### config.mk
export PLATFORM = sky130hd
export DESIGN_NAME = pet_stats_engine
export DESIGN_NICKNAME = d
export VERILOG_FILES = /design/src/rtl/pet_stats_engine.sv
export SDC_FILE = /design/constraint.sdc
export NUM_CORES = 1
export LEC_CHECK = 0
export CAP_MARGIN = 20
export CORE_MARGIN = 10
export CORE_UTILIZATION = 40
export DETAILED_ROUTE_END_ITERATION = 8
export PLACE_DENSITY = 0.69
export SLEW_MARGIN = 20
export SYNTH_ARGS = -nofsm -noshare
export SYNTH_HDL_FRONTEND = slang
export SYNTH_SLANG_ARGS = --single-unit
### constraint.sdc
create_clock -name clk -period 3.4 [get_ports clk]
set_input_delay 0.34 -clock clk [delete_from_list [all_inputs] [get_ports clk]]
set_output_delay 0.34 -clock clk [all_outputs]
set_load 0.02 [all_outputs]
### src/rtl/pet_stats_engine.sv
// Virtual-pet stat engine.
// Keeps NUM_STATS saturating counters. Random per-tick increments raise them, and care
// commands or sleep drain lower them. The pet dies when any counter reaches STAT_MAX.
module pet_stats_engine #(
    parameter int unsigned NUM_STATS  = 4,
    parameter int unsigned STAT_W     = 5,
    parameter int unsigned STAT_MAX   = 15,
    parameter int unsigned TICK_DIV   = 27000000,
    parameter int unsigned ENERGY_IDX = 3,
    parameter logic [8*NUM_STATS-1:0] CMD_CODES = {8'h00, 8'h62, 8'h70, 8'h65}
) (
    input  logic                          clk,
    input  logic                          reset_n,
    input  logic [7:0]                    inputs,
    input  logic [7:0]                    random,
    output logic [NUM_STATS*STAT_W-1:0]   stats,
    output logic                          second,
    output logic                          is_sleeping,
    output logic                          is_dead,
    output logic                          cmd_ack
);

    localparam int unsigned CntW = (TICK_DIV > 1) ? $clog2(TICK_DIV) : 1;
    localparam logic [CntW-1:0]   TickLast  = CntW'(TICK_DIV - 1);
    localparam logic [STAT_W-1:0] StatMaxV  = STAT_W'(STAT_MAX);
    localparam logic [7:0]        CmdSleep  = 8'h73;
    localparam logic [7:0]        CmdWake   = 8'h77;
    localparam logic [7:0]        CmdRevive = 8'h72;

    typedef enum logic [1:0] {
        StAwake,
        StSleep,
        StDead
    } state_e;

    // Tick generation
    logic [CntW-1:0] cnt_q, cnt_d;
    logic            second_q;
    logic            tick;

    // Control state
    state_e state_q, state_d;
    logic   armed_q, armed_d;
    logic   ack_q;
    logic   sleep_q;
    logic   dead_q;

    // Stat storage
    logic [STAT_W-1:0] stat_q [NUM_STATS];
    logic [STAT_W-1:0] stat_d [NUM_STATS];

    // Decoded events for the current cycle
    logic       cmd_hit;
    logic [2:0] cmd_idx;
    logic       any_max;
    logic       dying;
    logic       accept_cmd;
    logic       accept_sleep;
    logic       wake;
    logic       revive;
    logic       drain;
    logic       bump;

    // Match the command byte against the care-code table; lowest index wins on duplicates.
    always_comb begin
        cmd_hit = 1'b0;
        cmd_idx = '0;
        for (int k = int'(NUM_STATS) - 1; k >= 0; k--) begin
            if (CMD_CODES[8*k +: 8] != 8'h00 && inputs == CMD_CODES[8*k +: 8]) begin
                cmd_hit = 1'b1;
                cmd_idx = 3'(k);
            end
        end
        any_max = 1'b0;
        for (int k = 0; k < int'(NUM_STATS); k++) begin
            if (stat_q[k] == StatMaxV) begin
                any_max = 1'b1;
            end
        end
    end

    // Next-state and event qualification. A pending death blocks every other action in
    // the same cycle, so the pet freezes on the exact values that killed it.
    always_comb begin
        tick  = (cnt_q == TickLast);
        cnt_d = tick ? '0 : cnt_q + CntW'(1);

        dying        = any_max && (state_q != StDead);
        accept_cmd   = (state_q == StAwake) && !dying && armed_q && cmd_hit;
        accept_sleep = (state_q == StAwake) && !dying && armed_q && !cmd_hit &&
                       (inputs == CmdSleep);
        wake         = (state_q == StSleep) && !dying &&
                       ((inputs == CmdWake) || (stat_q[ENERGY_IDX] == '0));
        revive       = (state_q == StDead) && armed_q && (inputs == CmdRevive);
        drain        = (state_q == StSleep) && !dying && tick && second_q;
        bump         = (state_q != StDead) && !dying && tick;

        state_d = state_q;
        unique case (state_q)
            StAwake: begin
                if (dying) begin
                    state_d = StDead;
                end else if (accept_sleep) begin
                    state_d = StSleep;
                end
            end
            StSleep: begin
                if (dying) begin
                    state_d = StDead;
                end else if (wake) begin
                    state_d = StAwake;
                end
            end
            StDead: begin
                if (revive) begin
                    state_d = StAwake;
                end
            end
            default: state_d = StAwake;
        endcase

        // An idle byte re-arms; any accepted command consumes the arming.
        if (inputs == 8'h00) begin
            armed_d = 1'b1;
        end else if (accept_cmd || accept_sleep || revive) begin
            armed_d = 1'b0;
        end else begin
            armed_d = armed_q;
        end
    end

    // Per-stat update: decrement first, then increment, both saturating, which gives
    // "unchanged" on a collision except that 0 climbs to 1.
    always_comb begin
        for (int j = 0; j < int'(NUM_STATS); j++) begin
            stat_d[j] = stat_q[j];
            if (revive) begin
                stat_d[j] = '0;
            end else begin
                if (((accept_cmd && cmd_idx == 3'(j)) || (drain && j == int'(ENERGY_IDX))) &&
                    stat_d[j] != '0) begin
                    stat_d[j] = stat_d[j] - STAT_W'(1);
                end
                if (bump && random[2:0] == 3'(j) && stat_d[j] != StatMaxV) begin
                    stat_d[j] = stat_d[j] + STAT_W'(1);
                end
            end
        end
    end

    // Free-running tick counter and the second toggle; these never stop, even when dead.
    always_ff @(posedge clk or negedge reset_n) begin
        if (!reset_n) begin
            cnt_q    <= '0;
            second_q <= 1'b0;
        end else begin
            cnt_q    <= cnt_d;
            second_q <= second_q ^ tick;
        end
    end

    // State machine with registered status flags and acknowledge pulse.
    always_ff @(posedge clk or negedge reset_n) begin
        if (!reset_n) begin
            state_q <= StAwake;
            armed_q <= 1'b0;
            ack_q   <= 1'b0;
            sleep_q <= 1'b0;
            dead_q  <= 1'b0;
        end else begin
            state_q <= state_d;
            armed_q <= armed_d;
            ack_q   <= accept_cmd || accept_sleep || revive;
            sleep_q <= (state_d == StSleep);
            dead_q  <= (state_d == StDead);
        end
    end

    // Stat registers.
    always_ff @(posedge clk or negedge reset_n) begin
        if (!reset_n) begin
            for (int j = 0; j < int'(NUM_STATS); j++) begin
                stat_q[j] <= '0;
            end
        end else begin
            for (int j = 0; j < int'(NUM_STATS); j++) begin
                stat_q[j] <= stat_d[j];
            end
        end
    end

    // Pack the stat registers onto the output bus.
    always_comb begin
        stats = '0;
        for (int j = 0; j < int'(NUM_STATS); j++) begin
            stats[j*STAT_W +: STAT_W] = stat_q[j];
        end
    end

    assign second      = second_q;
    assign is_sleeping = sleep_q;
    assign is_dead     = dead_q;
    assign cmd_ack     = ack_q;

endmodule

==> out/metrics.sh <==
STATUS='completed'
DPL.HPWL_MICRONS=6190
GRT_START_MAX_NET_PINS=38
SLACK_OF_THE_WORST_REG_TO_REG_PATH_PS=100
GR-TOTAL-OVERFLOW=0
FLOORPLAN.DIE.WIDTH_MICRONS=111
SYNTH_TOP_AREA_CELL='dfrtp_1'
YOSYS-TOP-CELLS-COUNT='dfrtp_1 (52), nor2_1 (43), nand3_1 (28)'
ROUTE.VIAS.TOTAL=2925
END_KIND='flop'
TIMING.FINAL.CRIT_SHARE_PCT=97.0
IO_PINS=42
ROW_COUNT=32
MAX_SLEW_VIOLATION_COUNT=0
CLOCK_TREE_FROM_TRITONCTS='built'
SYNTHDISTINCTLIBCELLS=47
MAX_SLEW_HEADROOM_PCT=46.3
SYNTH-MAIN-FF-CELL='dfrtp_1'
WORST-SLEW-PIN-TRANSITION_PS=806
SETUP_TOTAL_NEGATIVE_SLACK_PS=0
AREA_GROW_SYN2LAYOUT_PCT=29.7
SYNTH_TOP_AREA_SHARE_PCT=39.7
POST_SYNTH_INST_COUNT=351
WIRE_LENGTH_OF_THE_FIRST_GLOBAL_ROUTING_PASS_MICRONS=13900
DETAILED_ROUTING_ITERATIONS_PASS_1=4
ROUTED_WIRELENGTH_MICRONS=8280
CTS_ROOT_BUF='clkbuf_8'
VDD_DROP_MAX_uV=213
HOLD_SLACK_PS=101
CTS.SINKS=52
ROUTE.ANTENNA.REMAINING_NETS=0
ROUTE.DETAILED.WL_PER_INST_MICRONS=15.5
DIE-HEIGHT_MICRONS=111
GLOBALPLACE.CONGESTION=0.868
NUMBER_OF_BUFFERS_INSERTED_DURING_CLOCK_TREE_SYNTHESIS=5
POST-ROUTE-DRC-COUNT=0
PERIOD_NEEDED_PS=3300
YOSYSMOSTFREQUENTCELL='dfrtp_1'
NUMPORTBUFFERS=36
POST_ROUTE_CELLS_DRIVE_ABOVE_1_SHARE_PCT=19.9
CRITICAL_PATH.STARTPOINT_TYPE='flop'
RR_ENDPOINT='stats[19]$_DFF_PN0_'
FINAL.SETUP_SKEW_PS=4.81
CLK_TRANSITION_REPORTED_PATHS_PS=100
WORST-ENDPOINT-ARRIVAL_PS=3550
FINALSETUPVIOLCOUNT=0
INITIAL_UTILIZATION_PCT=41.8
R2R-START='cnt_q[0]$_DFF_PN0_'
CTS_HTREE_LEVELS=2
DRT_FIRST_ITER_VIOLATIONS=108
POWER_PER_UNIT_OF_STANDARD_CELL_AREA_nW_PER_UM2=290
SYNTH_SEQ_AREA_SHARE_PCT=39.7
MAXCLOCKFREQUENCY_MHz=303
MIN_PATH_TYPE='in2async'
P_LEAK_uW=0.00182
POSTCTSHOLDBUFS=0
DIE-AREA_SQ_UM=12200
FINALHOLDVIOLCOUNT=0
VIAS_IN_THE_FIRST_GLOBAL_ROUTE=2869
POST_SYNTH_INSTANCE_AREA_SQ_UM=3280
CRITICAL_PATH_REQUIRED_PS=3650
SYN-NUM-NETS=386
POSTLAYOUTCOREUTIL_PCT=54.1
SYNTH.FF_LATCH_COUNT=52
GRT_ANTENNA_BEFORE_REPAIR=0
AVGSYNTHCELLAREA_SQ_UM=9.34
CRIT_TYPE='reg2reg'
SYNTH_ENABLE_FLOP_CELLS=0
CTS_BUFFER_DEPTH=2
ROUTE.DETAILED.VIAS_PER_INST=5.47
CLOCK_LATENCY_PS=310
CAP_VIOL_MAX_COUNT=0
YS.WARNINGS.COUNT=0
POSTSYNTH.ASYNCRESETSHARE_PCT=100
FINAL_NET_COUNT=467
ANTENNADIODECOUNT=0
YOSYS-TOP-CELLS-AREA='dfrtp_1 (40%), ha_1 (6.5%), xnor2_1 (5.1%)'
R2R_CELLS=11
GRT.TOTAL_USAGE_PCT=13.1
LARGEST_FANOUT_ON_THE_CRITICAL_PATH=5
CORE-AREA_SQ_UM=7850
DESIGN_POWER_TOTAL_uW=1230
[cells in the final DEF (no fill, tap or decap), types with 5 or more instances in the layout]
master and instances:
dfrtp_1 50, buf_4 45, mux2i_1 7, o21ai_0 9
inv_1 13, nor3_1 8, nand2_1 26, or3_1 8
nand3_1 26, a21oi_1 7, clkdlybuf4s50_1 35, clkbuf_8 5
nand4_1 11, xor2_1 18, nor2_1 43, mux2_2 5
xnor2_1 18, ha_1 17, nand4b_1 7
[layout make-up]
cell class / count / area (sq um)
Multi-Input combinational cell: 278 / 1980
Timing Repair Buffer: 81 / 693
Sequential cell: 52 / 1300
Tap cell: 102 / 128
Clock buffer: 5 / 68.8
Clock inverter: 3 / 21.3
Inverter: 14 / 52.6
Fill cell: 741 / 3600
[worst max-delay path: stages (launching register included)]
cell and delay, ps:
dfrtp_1 430, ha_1 190, nand2_1 50, or3_1 380
or4b_4 510, or4b_4 560, a211oi_2 260, ha_1 200
nor2_1 70, nand2_1 140, mux2_2 350, nor2_1 90
[metal layers]
metal | track usage (%) | share of wire (%)
met5 | 0 | 0
met4 | 3.20 | 0.87
met3 | 3.46 | 4.4
met1 | 17.0 | 47
met2 | 20.9 | 48
[report_power, final]
group / leakage, uW / switching, uW / internal [uW]
clock: 0.0000445 / 220 / 147
sequential: 0.000672 / 20.6 / 636
combinational: 0.00111 / 112 / 96.6
total: 0.00182 / 352 / 879
[state kept, by name, indices dropped and copies added (netlist names)]
signal and count:
cnt_q 25, is_sleeping 1, second 1, armed_q 1
cmd_ack 1, state_q 2, is_dead 1, stats 20
[timing repair]
action,CTS,global route
setup endpoints to repair,1,10
pin swaps,0,4
resized for setup,1,17
setup buffers,0,2
[kinds of logic (layout without fill, tap and decap cells)]
group | Yosys count | after routing | share of synthesized area [%]
AND/OR/NAND/NOR | 171 | 171 | 28.7
AO/OA/AOI/OAI | 39 | 39 | 8.29
flip-flops | 52 | 52 | 39.7
multiplexers | 13 | 13 | 4.16
buffers and inverters | 21 | 103 | 2.48
XOR/XNOR | 38 | 38 | 10.2
adder cells (fa/ha/maj) | 17 | 17 | 6.49
[worst max path at each step]
stage	start	end	slack, ps	cells after the start
2_1_floorplan	inputs[0]	stats[13]$_DFF_PN0_	120	11
3_3_place_gp	inputs[1]	stats[8]$_DFF_PN0_	-250	13
3_5_place_dp	inputs[1]	stats[8]$_DFF_PN0_	-330	13
4_1_cts	inputs[1]	stats[8]$_DFF_PN0_	20	13
5_1_grt	cnt_q[0]$_DFF_PN0_	stats[19]$_DFF_PN0_	-30	11
6_report	cnt_q[0]$_DFF_PN0_	stats[19]$_DFF_PN0_	100	11
[through the flow]
stage | instances | cell area, sq um | setup WS, ps
after floorplan | 351 | 3280 | 121
after global placement | 525 | 4060 | -251
after detailed placement | 525 | 4060 | -330
after CTS | 533 | 4150 | 23.1
after global routing | 535 | 4250 | -26.6
final | 535 | 4250 | 103
(Power assumes the default switching activity.)
